File: src/rtl/mdu_iter.sv
// Multi-cycle multiply/divide unit with private HI/LO; multiply is pipelined, divide is restoring radix-2.
// Define MDU_MADD_EN to add MADD/MADDU/MSUB/MSUBU accumulate ops (6-9); otherwise those codes are no-ops.
//
// state | meaning
// IDLE  | ready for a new op; MTHI/MTLO write here
// MUL   | product flowing through the multiply pipeline
// DIV   | one quotient bit per cycle on operand magnitudes
// FIX   | sign correction and HI/LO write of the divide result
module mdu_iter #(
  parameter int WIDTH      = 32,
  parameter int MUL_STAGES = 2
) (
  input  logic             clk,
  input  logic             resetn,
  input  logic             in_valid,
  output logic             in_ready,
  input  logic [3:0]       op,
  input  logic [WIDTH-1:0] a,
  input  logic [WIDTH-1:0] b,
  input  logic             flush,
  output logic             busy,
  output logic             done,
  output logic [WIDTH-1:0] hi,
  output logic [WIDTH-1:0] lo
);

  localparam logic [3:0] OP_MULT  = 4'd0;
  localparam logic [3:0] OP_MULTU = 4'd1;
  localparam logic [3:0] OP_DIV   = 4'd2;
  localparam logic [3:0] OP_DIVU  = 4'd3;
  localparam logic [3:0] OP_MTHI  = 4'd4;
  localparam logic [3:0] OP_MTLO  = 4'd5;
`ifdef MDU_MADD_EN
  localparam logic [3:0] OP_MADD  = 4'd6;
  localparam logic [3:0] OP_MADDU = 4'd7;
  localparam logic [3:0] OP_MSUB  = 4'd8;
  localparam logic [3:0] OP_MSUBU = 4'd9;
`endif

  localparam int CNT_W = $clog2(WIDTH);
  localparam logic [CNT_W-1:0] CNT_DIV = CNT_W'(WIDTH - 1);
  localparam logic [CNT_W-1:0] CNT_MUL = CNT_W'(MUL_STAGES - 1);

  typedef enum logic [1:0] {S_IDLE, S_MUL, S_DIV, S_FIX} state_t;

  state_t state, state_nxt;

  logic [3:0]         op_q;
  logic [WIDTH-1:0]   a_q, b_q, b_mag, quo, rem;
  logic [CNT_W-1:0]   cnt;
  logic [2*WIDTH-1:0] prod_pipe [MUL_STAGES];

  logic               accept, div_step, wr_hi, wr_lo;
  logic [WIDTH-1:0]   hi_nxt, lo_nxt;
  logic               op_is_mul, op_is_div, op_mul_signed, op_div_signed;
  logic [2*WIDTH-1:0] a_ext, b_ext, prod_in, prod_last, mul_res;
  logic [WIDTH-1:0]   a_mag_in, b_mag_in;
  logic [WIDTH:0]     rem_sh, rem_diff;
  logic               div_signed_q, q_neg, r_neg, div_by_zero;
  logic [WIDTH-1:0]   quo_fix, rem_fix;

  assign in_ready = (state == S_IDLE);
  assign busy     = (state != S_IDLE);

  always_comb begin
    op_is_div     = (op == OP_DIV) || (op == OP_DIVU);
    op_div_signed = (op == OP_DIV);
    op_is_mul     = (op == OP_MULT) || (op == OP_MULTU);
    op_mul_signed = (op == OP_MULT);
`ifdef MDU_MADD_EN
    op_is_mul     = op_is_mul || (op == OP_MADD) || (op == OP_MADDU) ||
                    (op == OP_MSUB) || (op == OP_MSUBU);
    op_mul_signed = op_mul_signed || (op == OP_MADD) || (op == OP_MSUB);
`endif
  end

  assign a_ext    = op_mul_signed ? {{WIDTH{a[WIDTH-1]}}, a} : {{WIDTH{1'b0}}, a};
  assign b_ext    = op_mul_signed ? {{WIDTH{b[WIDTH-1]}}, b} : {{WIDTH{1'b0}}, b};
  assign prod_in  = a_ext * b_ext;
  assign a_mag_in = (op_div_signed && a[WIDTH-1]) ? -a : a;
  assign b_mag_in = (op_div_signed && b[WIDTH-1]) ? -b : b;

  assign prod_last = prod_pipe[MUL_STAGES-1];

  always_comb begin
    mul_res = prod_last;
`ifdef MDU_MADD_EN
    case (op_q)
      OP_MADD, OP_MADDU: mul_res = {hi, lo} + prod_last;
      OP_MSUB, OP_MSUBU: mul_res = {hi, lo} - prod_last;
      default:           mul_res = prod_last;
    endcase
`endif
  end

  // rem < b_mag holds between steps, so bit WIDTH of the difference is the borrow
  assign rem_sh   = {rem, quo[WIDTH-1]};
  assign rem_diff = rem_sh - {1'b0, b_mag};

  assign div_signed_q = (op_q == OP_DIV);
  assign div_by_zero  = (b_q == '0);
  assign q_neg        = div_signed_q && (a_q[WIDTH-1] ^ b_q[WIDTH-1]);
  assign r_neg        = div_signed_q && a_q[WIDTH-1];
  assign quo_fix      = q_neg ? -quo : quo;
  assign rem_fix      = r_neg ? -rem : rem;

  always_ff @(posedge clk or negedge resetn) begin
    if (!resetn) state <= S_IDLE;
    else         state <= state_nxt;
  end

  always_comb begin
    state_nxt = state;
    accept    = 1'b0;
    div_step  = 1'b0;
    wr_hi     = 1'b0;
    wr_lo     = 1'b0;
    hi_nxt    = hi;
    lo_nxt    = lo;
    case (state)
      S_IDLE: begin
        if (in_valid && !flush) begin
          accept = 1'b1;
          if (op_is_mul) state_nxt = S_MUL;
          else if (op_is_div) state_nxt = S_DIV;
          else if (op == OP_MTHI) begin
            wr_hi  = 1'b1;
            hi_nxt = a;
          end else if (op == OP_MTLO) begin
            wr_lo  = 1'b1;
            lo_nxt = a;
          end
        end
      end
      S_MUL: begin
        if (flush) state_nxt = S_IDLE;
        else if (cnt == '0) begin
          wr_hi            = 1'b1;
          wr_lo            = 1'b1;
          {hi_nxt, lo_nxt} = mul_res;
          state_nxt        = S_IDLE;
        end
      end
      S_DIV: begin
        if (flush) state_nxt = S_IDLE;
        else begin
          div_step = 1'b1;
          if (cnt == '0) state_nxt = S_FIX;
        end
      end
      S_FIX: begin
        if (!flush) begin
          wr_hi  = 1'b1;
          wr_lo  = 1'b1;
          hi_nxt = div_by_zero ? a_q : rem_fix;
          lo_nxt = div_by_zero ? '1  : quo_fix;
        end
        state_nxt = S_IDLE;
      end
      default: state_nxt = S_IDLE;
    endcase
  end

  always_ff @(posedge clk or negedge resetn) begin
    if (!resetn) begin
      op_q  <= '0;
      a_q   <= '0;
      b_q   <= '0;
      b_mag <= '0;
      quo   <= '0;
      rem   <= '0;
      cnt   <= '0;
      for (int i = 0; i < MUL_STAGES; i++) prod_pipe[i] <= '0;
    end else begin
      for (int i = 1; i < MUL_STAGES; i++) prod_pipe[i] <= prod_pipe[i-1];
      if (accept) begin
        op_q         <= op;
        a_q          <= a;
        b_q          <= b;
        b_mag        <= b_mag_in;
        quo          <= a_mag_in;
        rem          <= '0;
        cnt          <= op_is_div ? CNT_DIV : CNT_MUL;
        prod_pipe[0] <= prod_in;
      end else begin
        if (state != S_IDLE && cnt != '0) cnt <= cnt - CNT_W'(1);
        if (div_step) begin
          if (!rem_diff[WIDTH]) begin
            rem <= rem_diff[WIDTH-1:0];
            quo <= {quo[WIDTH-2:0], 1'b1};
          end else begin
            rem <= rem_sh[WIDTH-1:0];
            quo <= {quo[WIDTH-2:0], 1'b0};
          end
        end
      end
    end
  end

  always_ff @(posedge clk or negedge resetn) begin
    if (!resetn) begin
      hi   <= '0;
      lo   <= '0;
      done <= 1'b0;
    end else begin
      if (wr_hi) hi <= hi_nxt;
      if (wr_lo) lo <= lo_nxt;
      done <= wr_hi || wr_lo;
    end
  end

endmodule
File: config.mk
export PLATFORM = sky130hd
export DESIGN_NAME = mdu_iter
export DESIGN_NICKNAME = d
export VERILOG_FILES = /design/src/rtl/mdu_iter.sv
export SDC_FILE = /design/constraint.sdc
export NUM_CORES = 2
export LEC_CHECK = 0
export CAP_MARGIN = 20
export CORE_ASPECT_RATIO = 1.4
export CORE_MARGIN = 2
export CORE_UTILIZATION = 50
export CTS_BUF_LIST = sky130_fd_sc_hd__clkbuf_4 sky130_fd_sc_hd__clkbuf_8 sky130_fd_sc_hd__clkbuf_16
export DETAILED_ROUTE_END_ITERATION = 8
export PLACE_DENSITY = 0.74
export SYNTH_ARGS = -nofsm -noshare
export SYNTH_HDL_FRONTEND = slang
export SYNTH_SLANG_ARGS = --single-unit
File: constraint.sdc
create_clock -name clk -period 4.6 [get_ports clk]
set_input_delay 0.46 -clock clk [delete_from_list [all_inputs] [get_ports clk]]
set_output_delay 0.46 -clock clk [all_outputs]
set_load 0.02 [all_outputs]
==> out/qor.log <==
qor: floorplan.die-height 437 um
qor: setup_path.cp.required 5020 ps
qor: timing.relative_slew_slack 33.9%
qor: synthesis.compound_cell_area_share_of_the_yosys_netlist 7.91%
qor: cells_and_area.syn_to_final_growth 23.6%
qor: clock_network.tritoncts built
qor: outcome.violations setup timing
qor: floorplan.initial_core_util 50.4%
qor: synthesis.ys.warnings.count 0
qor: floorplan.floorplan.die_area 0.137 sq mm
qor: floorplan.floorplan.io_pins 139
qor: global_routing.wire_length_of_the_first_global_routing_pass 369000 um
qor: detailed_routing.routed-via-count 56200
qor: clock_network.insertion_delay 550 ps
qor: timing.grt_setup_unrepaired yes
qor: detailed_routing.drt_iter0_markers 4673
qor: global_routing.groute.usage.overall 36.6%
qor: synthesis.async_reset_ff_share 100%
qor: setup_path.crit_buf_inv 12
qor: clock_network.h-tree-depth 2
qor: floorplan.dieWidth 313 um
qor: synthesis.synth_xor_area_share 3.34%
qor: floorplan.core_area 0.133 sq mm
qor: synthesis.ys_dominant_reg_cell dfrtp_1
qor: setup_path.worst-endpoint-arrival 9170 ps
qor: setup_path.crit_top_cell fa_1
qor: clock_network.clock-root-buffer clkbuf_16
qor: cells_and_area.layout.cells.most_common_list 1446 x inv_1, 1299 x fa_1, 1127 x nand2_1, 755 x buf_4, 436 x and2_1
qor: setup_path.worst_path_largest_cell_delay 580 ps
qor: synthesis.synth_cells 7334
qor: timing.drv_slew 0
qor: place.port_buffers 138
qor: synthesis.syn-mean-instance-area 9.11 sq um
qor: global_routing.first_global_vias 61700
qor: synthesis.synth_nets 9174
qor: detailed_routing.detail_route.vias_per_cell 5.70
qor: synthesis.synth.ff_latch_count 363
qor: detailed_routing.post-route-drc-count 0
qor: global_routing.grt_max_degree 124
qor: clock_network.clock_tree_sinks 363
qor: synthesis.syn-cell-area 0.0668 sq mm
qor: cells_and_area.final_layout_size_suffix_gt1_share 21.1%
qor: timing.finalWorstPathRequiredPeriod 8750 ps
qor: timing.worst_slack -4150 ps
qor: cells_and_area.fin_nets 9903
qor: synthesis.synth-simple-area-share 14.5%
qor: place.final_hpwl_dp 197000 um
qor: setup_path.crit_path_max_fanout 7
qor: detailed_routing.final_ant_viol_nets 0
qor: outcome.status complete, but fails checks
qor: setup_path.worst_path_dominant_cell_family adder cells
qor: clock_network.clk_pin_slew_worst_paths 70 ps
qor: cells_and_area.final_cell_count_no_fill 9854
qor: job.max_cap_viol_count 0
qor: detailed_routing.route.final.wire_length 251000 um
qor: setup_path.critical-path-slowest-cell fa_1
qor: timing.timing_worst_slew_pin_value 990 ps
qor: setup_path.start_kind primary input
qor: clock_network.max-clock-path-buffers 3
qor: timing.max_frequency 114 MHz
qor: timing.hold_fails_final_rpt 0
qor: detailed_routing.wire_per_inst 25.5 um
qor: place.weighted_congestion_reported_at_the_end_of_routability_driven_placement 1.04
qor: clock_network.cts_hold_repair.buffers 0
qor: cells_and_area.mostFrequentLayoutCell inv_1
qor: place.dp.cells 9600
qor: floorplan.cell_row_count 158
qor: global_routing.gr-total-overflow 0
qor: detailed_routing.firstDrtPassIters 6
qor: synthesis.synth_top_family_by_area adder cells
qor: timing.finalSetupViolCount 57
qor: timing.finClkSkew 22.5 ps
qor: clock_network.cts_buffers 37
qor: synthesis.synth_edf_count 0
qor: timing.layout_worst_path_cycle_share 190%
qor: global_routing.number_of_antenna_violations_at_the_first_check_in_global_routing 19
qor: synthesis.yosys.area_share.adder 49.0%
qor: min_path.hold_class primary input to async pin
qor: synthesis.synth_cell_types 83
qor: synthesis.yosysSeqAreaShare 13.6%
qor: setup_path.ws_path_type primary input to register
qor: setup_path.worstSetupEndpointType register
qor: synthesis.synthMuxAreaShare 0.376%
[cells in the mapped netlist (28+ instances only)]
cell | number | share of area, %
xnor2_1 | 163 | 2.1
ha_1 | 356 | 6.7
dfrtp_1 | 363 | 14
nor3_1 | 45 | 0.34
and3_1 | 45 | 0.42
clkbuf_1 | 365 | 2.0
o21a_1 | 35 | 0.39
o211ai_1 | 39 | 0.44
a21o_1 | 78 | 0.88
and2_1 | 461 | 4.3
buf_1 | 52 | 0.29
a21oi_1 | 151 | 1.1
inv_1 | 1564 | 8.8
o31ai_1 | 28 | 0.31
xor2_1 | 92 | 1.2
nand3_1 | 30 | 0.22
nor2_1 | 193 | 1.1
nand2_1 | 1183 | 6.6
o21ai_0 | 230 | 1.7
a31oi_1 | 74 | 0.69
fa_1 | 1412 | 42
[flip-flops by register name, summed over array words and instances, names as in the netlist]
name / flops
a_q: 32
b_mag: 31
b_q: 32
cnt: 5
done: 1
hi: 32
lo: 32
mul_res: 64
op_q: 4
prod_pipe: 64
quo: 32
rem: 32
state: 2
[per-stage QoR]
stage	utilization (%)	cell area, sq um	TNS, ps	hold WS (ps)	setup slack, ps
after floorplan	-	68400	-160350	164	-3920
after global placement	57.7	76500	-231530	358	-5120
final	62.3	82600	-179090	7.00	-4150
after CTS	60.9	80700	-178010	41.4	-4120
after detailed placement	57.7	76500	-235560	360	-5130
after global routing	62.3	82600	-190050	74.9	-4350
[per-layer routing]
metal	global-route usage (%)	part of all wire, %
met1	37.4	31
met4	32.4	12
met5	0	0.027
met2	62.9	48
met3	7.96	8.6
[logic make-up (layout without fill, tap and decap cells)]
group           count (synthesis)  after routing
compound gates                817            817
flops                         363            363
mux                            25             25
simple gates                 2106           2106
fa+ha+maj                    1768           1768
buf+inv                      2000           2757
xor+xnor                      255            255
other cells                     0              3
[final timing paths]
kind,startpoint,slack [ps],cells after the start,endpoint
min reg2reg,prod_pipe[73],380,0,mul_res[9]
min in group clk,op[1],260,4,op_q[1]
max,op[0],-4150,32,prod_pipe[108]
min,resetn,7,1,prod_pipe[78]
max in group asynchronous,resetn,3330,2,hi[23]
max reg2reg,quo[31],560,14,rem[16]
[final cells by class]
type	count	area, sq um
Multi-Input combinational cell	4971	53100
Fill cell	10500	50100
Timing Repair Buffer	1125	11000
Sequential cell	363	9080
Inverter	1565	5900
Tap cell	1760	2200
Clock buffer	46	1020
Clock inverter	21	255
Antenna cell	3	7.51
[what timing repair did]
item	CTS	global route
endpoints found under the setup margin	58	58
endpoints found under the hold margin	0	0
setup buffers	112	83
pin swaps	239	266
gates cloned	18	4
resized for setup	510	383
Power is left out: the tool's default activity adds up to more than one toggle a clock period on the data nets, which glitch-free logic cannot reach.
